==> config.mk <==
export PLATFORM = sky130hd
export DESIGN_NAME = writeback_regfile
export DESIGN_NICKNAME = d
export VERILOG_FILES = /design/src/rtl/writeback_pkg.sv /design/src/rtl/writeback_regfile_array.sv /design/src/rtl/writeback_regfile.sv
export SDC_FILE = /design/constraint.sdc
export NUM_CORES = 1
export LEC_CHECK = 0
export CORE_AREA = 4 4 181 183
export CTS_CLUSTER_DIAMETER = 150
export CTS_CLUSTER_SIZE = 30
export DETAILED_ROUTE_END_ITERATION = 6
export DIE_AREA = 0 0 185 187
export GPL_ROUTABILITY_DRIVEN = 0
export PLACE_DENSITY = 0.42
export SYNTH_ARGS = -nofsm -noshare
export SYNTH_HDL_FRONTEND = slang
export SYNTH_SLANG_ARGS = --single-unit
==> constraint.sdc <==
create_clock -name clock -period 4.18 [get_ports clock]
set_input_delay 0.836 -clock clock [delete_from_list [all_inputs] [get_ports clock]]
set_output_delay 0.836 -clock clock [all_outputs]
set_load 0.1 [all_outputs]
==> src/rtl/writeback_pkg.sv <==
// Shared definitions for the LC3 writeback stage.
// Holds the write-back source encoding, condition-code bit positions and
// the data-path / register-address widths used by the register file.
package writeback_pkg;

    localparam int unsigned DATA_W     = 16;
    localparam int unsigned NUM_REGS   = 8;
    localparam int unsigned REG_ADDR_W = 3;

    // Condition-code bit positions within psr.
    localparam int unsigned PSR_N = 2;
    localparam int unsigned PSR_Z = 1;
    localparam int unsigned PSR_P = 0;

    typedef enum logic [1:0] {
        WB_ALU = 2'd0,
        WB_MEM = 2'd1,
        WB_PC  = 2'd2,
        WB_NPC = 2'd3
    } wb_src_t;

endpackage

==> src/rtl/writeback_regfile_array.sv <==
// General-purpose register storage: NumRegs x DataW.
// One synchronous write port, two combinational read ports, synchronous
// active-high reset that clears every entry.
// Ports:
//   clk_i      clock, rising edge
//   rst_i      synchronous active-high reset
//   we_i       write enable
//   waddr_i    write index
//   wdata_i    write data
//   raddr1_i   read port 1 index,  rdata1_o read port 1 data
//   raddr2_i   read port 2 index,  rdata2_o read port 2 data
module writeback_regfile_array #(
    parameter int unsigned DataW   = 16,
    parameter int unsigned NumRegs = 8,
    localparam int unsigned AddrW  = $clog2(NumRegs)
) (
    input  logic             clk_i,
    input  logic             rst_i,
    input  logic             we_i,
    input  logic [AddrW-1:0] waddr_i,
    input  logic [DataW-1:0] wdata_i,
    input  logic [AddrW-1:0] raddr1_i,
    output logic [DataW-1:0] rdata1_o,
    input  logic [AddrW-1:0] raddr2_i,
    output logic [DataW-1:0] rdata2_o
);

    logic [DataW-1:0] regs_q [NumRegs];

    always_ff @(posedge clk_i) begin
        if (rst_i) begin
            for (int i = 0; i < int'(NumRegs); i++) begin
                regs_q[i] <= '0;
            end
        end else if (we_i) begin
            regs_q[waddr_i] <= wdata_i;
        end
    end

    // Reads come straight from storage: no write-to-read bypass.
    assign rdata1_o = regs_q[raddr1_i];
    assign rdata2_o = regs_q[raddr2_i];

endmodule

==> src/rtl/writeback_regfile.sv <==
// LC3 writeback stage: selects the write-back source, commits it to the
// register file and updates the {N,Z,P} condition code.
// Ports:
//   clock, reset       single clock, synchronous active-high reset
//   enable_writeback   commit enable for register write and psr update
//   W_Control          source select: 0 aluout, 1 memout, 2 pcout, 3 npc
//   aluout/memout/pcout/npc  candidate write-back data
//   dr, sr1, sr2       destination and source register indices
//   VSR1, VSR2         R[sr1], R[sr2] (combinational)
//   psr                registered condition code {N,Z,P}
module writeback_regfile #(
    parameter int unsigned DATA_W   = 16,
    parameter int unsigned NUM_REGS = 8,
    localparam int unsigned AddrW   = $clog2(NUM_REGS)
) (
    input  logic              clock,
    input  logic              reset,
    input  logic              enable_writeback,
    input  logic [1:0]        W_Control,
    input  logic [DATA_W-1:0] aluout,
    input  logic [DATA_W-1:0] memout,
    input  logic [DATA_W-1:0] pcout,
    input  logic [DATA_W-1:0] npc,
    input  logic [AddrW-1:0]  dr,
    input  logic [AddrW-1:0]  sr1,
    input  logic [AddrW-1:0]  sr2,
    output logic [DATA_W-1:0] VSR1,
    output logic [DATA_W-1:0] VSR2,
    output logic [2:0]        psr
);

    import writeback_pkg::*;

    logic [DATA_W-1:0] wb_data;
    logic [2:0]        psr_d, psr_q;

    always_comb begin
        wb_data = aluout;
        case (wb_src_t'(W_Control))
            WB_ALU: wb_data = aluout;
            WB_MEM: wb_data = memout;
            WB_PC:  wb_data = pcout;
            WB_NPC: wb_data = npc;
            default: wb_data = aluout;
        endcase
    end

    always_comb begin
        psr_d        = psr_q;
        if (enable_writeback) begin
            psr_d[PSR_N] = wb_data[DATA_W-1];
            psr_d[PSR_Z] = (wb_data == '0);
            psr_d[PSR_P] = ~wb_data[DATA_W-1] & (wb_data != '0);
        end
    end

    always_ff @(posedge clock) begin
        if (reset) begin
            psr_q <= 3'b000;
        end else begin
            psr_q <= psr_d;
        end
    end

    assign psr = psr_q;

    writeback_regfile_array #(
        .DataW   (DATA_W),
        .NumRegs (NUM_REGS)
    ) u_array (
        .clk_i    (clock),
        .rst_i    (reset),
        .we_i     (enable_writeback),
        .waddr_i  (dr),
        .wdata_i  (wb_data),
        .raddr1_i (sr1),
        .rdata1_o (VSR1),
        .raddr2_i (sr2),
        .rdata2_o (VSR2)
    );

endmodule
; Word-level counts from Yosys, hierarchy flattened
; Memories as Yosys holds them, arrays and structs flattened.
; Cells that the tools add are included.
; Widths: inputs -> output; s select.
[totals]
elab_cells = 20
ramBits = 128
latch_bits = 0
register_bits = 3
output_inout_bits = 35
input_bits = 78
memories = 1
rom_bits = 0
[classes]
eq_ne = 3
n_addsub = 0
order_cmp = 0
multipliers = 0
shift = 0
bitwise_logic = 2
div = 0
mux = 9
reduce_logical = 4
[memory_table]
columns = name, depth, word_bits, rd, rd_clocked_by_memory_dff, write_ports, line
row1 = u_array.regs_q, 8, 16, 2, 0, 8, writeback_regfile_array.sv:28  ; logic [DataW-1:0] regs_q [NumRegs];
[ops]
columns = op, n
row1 = $pmux 16 s4, 1
row2 = $logic_not 16->1, 1
row3 = $mux 16, 1
row4 = $reduce_bool 16->1, 1
row5 = $reduce_or 16->1, 1
row6 = $mux 1, 6
row7 = $eq 2x2->1 const B, 2
row8 = $mux 3, 1
row9 = $eq 2x1->1 const B, 1
row10 = $logic_not 2->1, 1
row11 = $and 1x1->1, 1
row12 = $not 1->1, 1

; Longest topological paths before layout
[depth]
ltp_word = 5
mapped_depth = 6
mapped_depth_nobuf = 4

; By module
; Synthesis repeated with hierarchy kept, for this count alone.
[hier_totals]
cells_unflattened = 466
area_unflattened_um2 = 7548.5
[by_module_without_submodules]
columns = module, seq_area_each_um2, area_each_um2, instances, cells_each
row1 = writeback_regfile_array, 3843.7, 6974.2, 1, 430
row2 = writeback_regfile, 60.1, 574.3, 1, 36

; Least setup slack after synthesis
; OpenSTA, ideal clock, no wires.
[synth_path]
path_type = input-to-output
startpoint = input port sr1[0]
endpoint = output port VSR1[0]
n_path_buf = 2
path_stages = 4
arrival_ps = 2362
required_ps = 3344
path_slack_ps = 982
cell_sequence = clkbuf_1 -> buf_2 -> mux4_2 -> mux2_2
[synth_via]
elab_chain_cells = 1
[synth_lines]
columns = element, line
row1 = "start, declared", writeback_regfile.sv:25  ; input logic [AddrW-1:0] sr1,
row2 = $mem_v2 8x16, --
row3 = "end, declared", writeback_regfile.sv:27  ; output logic [DATA_W-1:0] VSR1,
; Every way passes these cells.

; Worst setup path after layout
[layout_path]
startpoint = input port sr1[1]
endpoint = output port VSR1[0]
; Same word-level chain as after synthesis.

==> out/results.ini <==
[timing]
fin_tns_setup_ns = 0
rsz0062_at_grt = false
maxSlewViolCount = 0
slew_headroom = 0.206
max_freq_mhz = 302
fin_crit_sh = 0.791
finalClockSkew_ns = 0
period_minus_slack_ns = 3.31
postLayoutSetupSlackWorst_ns = 0.873
hold_viol_final = 0
setup_violations = 0
worst_pin_slew_ns = 1.19

[clock_tree]
cts_tree = done
path_clk_slew_ns = 0.06
clk-insertion-delay-late_ns = 0.42
cts_buffer_depth = 2
postCtsSetupRepairBufs = 0
cts_resized = 0
cts_hold_buf = 0
clock_sinks = 131
htree_levels = 4
cts_root_buf = clkbuf_16
cts_made_buffers = 17

[synthesis]
synth.area.top_cells = edfxtp_1, mux4_2, mux2_2, nor2_1, mux4_1
syn_area_um2 = 7420
netlist.area_leader.share = 0.518
synth_largest_area_cell = edfxtp_1
postSynthCellCount = 507
synth-main-ff-cell = edfxtp_1
synth_top_cells_by_count = nor2_1, edfxtp_1, mux4_2, mux2_2, nand2_1
ys_types = 21
synth_edf_count = 128
synth_nets = 585
ys_ff_latch = 131
avgSynthCellArea_um2 = 14.6
yosysWarningCount = 0
yosys.cell_count.top_type = nor2_1
ys_seq_area_frac = 0.526
async_flop_share = 0

[place]
dp_slack_ns = 0.548
dp.final_hpwl_mm = 14.6
port_buffers = 112
place_area_um2 = 9400

[route]
dr.pass1.iters = 4
antenna_left = 0
vias = 4889
drc = 0
wl_per_cell_um = 21.5
wl_mm = 22.3
viasPerCell = 4.71
drt_iter0_markers = 364

[floorplanning]
die_h_um = 187
fp.dieArea_um2 = 34600
die_w_um = 185
coreArea_um2 = 31200
row_count = 65
initial_core_util = 0.238
ios = 113

[critical_path]
worstPathRequired_ns = 3.34
arrival_ns = 2.47
crit_type = in -> out
worstPathMaxFanout = 32
cp-end-kind = primary output
worstSetupStartpointType = input pin

[power_and_ir_drop]
switchingPower_uw = 1220
switching_share = 0.301
p_per_area_nw_per_um2 = 409
p_leak_uw = 0.00344
comb_power_share = 0.264
intPower_uw = 2850
power_frac_clock = 0.351
vdd_ir_drop_max_mv = 0.246
p_seq_frac = 0.385

[final_layout]
area_growth_pct = 34.4
final_layout_size_suffix_gt1_frac = 0.325
diodes = 0
finalInstanceArea_um2 = 9970
final_nets = 702

[global_routing]
gr-total-overflow = 0
grt_max_degree = 36
grt_pass1_vias = 5471
grt_pass1_wl_mm = 34.0
antenna_found_initial = 0
grtUsageTotal = 0.132

[outcome]
status = finished clean

[flow_run]
maxCapViolCount = 0

[hold_path]
hp-class = reg -> reg

[area by class of cell]
| type | instances | area [um2] |
|---|---|---|
| Fill cell | 3118 | 21300 |
| Sequential cell | 131 | 3900 |
| Multi-Input combinational cell | 338 | 3350 |
| Timing Repair Buffer | 135 | 1640 |
| Tap cell | 402 | 503 |
| Clock buffer | 18 | 429 |
| Clock inverter | 14 | 139 |
| Inverter | 1 | 3.75 |
[cells by family after synthesis]
kind of cell | Yosys count | share of synthesized area
mux | 145 | 0.344
compound gates | 18 | 0.0126
simple gates | 175 | 0.0951
buf+inv | 38 | 0.0223
flops | 131 | 0.526
[cells in the final DEF (no fill, tap or decap)]
cell type | netlist | final
mux4_2 | 70 | 70
buf_4 | 0 | 19
nand4_1 | 1 | 1
nand2_1 | 23 | 23
mux2i_1 | 17 | 17
dfxtp_1 | 3 | 3
edfxtp_1 | 128 | 128
nor4_2 | 1 | 1
inv_1 | 1 | 1
buf_12 | 0 | 36
mux2_2 | 48 | 48
inv_6 | 0 | 1
clkbuf_16 | 0 | 17
nand2b_1 | 9 | 9
clkinvlp_4 | 0 | 4
nor4_1 | 3 | 3
bufinv_16 | 0 | 2
o21ai_1 | 17 | 17
nor2b_1 | 2 | 2
nand3_1 | 2 | 2
mux4_1 | 10 | 10
clkinv_4 | 0 | 2
nor2_1 | 134 | 134
clkbuf_1 | 21 | 1
clkinv_1 | 0 | 2
clkdlybuf4s50_1 | 0 | 76
clkinv_2 | 0 | 3
a22o_1 | 1 | 1
buf_2 | 12 | 4
[metrics by stage]
| stage | total power, uW | util | std cells | hold slack [ns] |
|---|---|---|---|---|
| floorplan | 2250 | - | 507 | 0.869 |
| global placement | 2680 | 0.301 | 1007 | 0.449 |
| detailed placement | 2690 | 0.301 | 1007 | 0.455 |
| CTS | 4120 | 0.319 | 1039 | 0.467 |
| global route | 4220 | 0.319 | 1039 | 0.475 |
| finish | 4070 | 0.319 | 1039 | 0.470 |
[sequential cells by signal, indices dropped and copies added (netlist names)]
name            count
u_array.regs_q    128
psr                 3
[per-layer routing]
metal	share of wire	up-vias	track usage
met4	0.012	0	0.0347
met2	0.52	166	0.231
met1	0.41	2493	0.164
met5	0	-	0
met3	0.054	16	0.0280
li1	-	2214	-
[worst paths after layout]
check / start / end / slack (ns) / cells after the start
hold reg to reg: psr[1] / psr[1] / 0.47 / 2
setup / recovery: sr1[1] / VSR1[0] / 0.87 / 5
setup reg to reg: psr[0] / psr[0] / 3.56 / 1
hold / removal: psr[1] / psr[1] / 0.47 / 2
[power by group through the flow]
stage	sequential, uW	combinational [uW]	clock [uW]
final	1570	1080	1430
after global routing	1580	1120	1520
after CTS	1570	1100	1460
after detailed placement	1600	1090	0
after global placement	1590	1090	0
after floorplan	1590	666	0
[critical path: stages]
cell             delay (ns)
clkdlybuf4s50_1        0.51
buf_12                 0.24
mux4_2                 0.34
mux2_2                 0.33
buf_12                 0.18
Note: power is estimated with default switching activity, not from simulation.
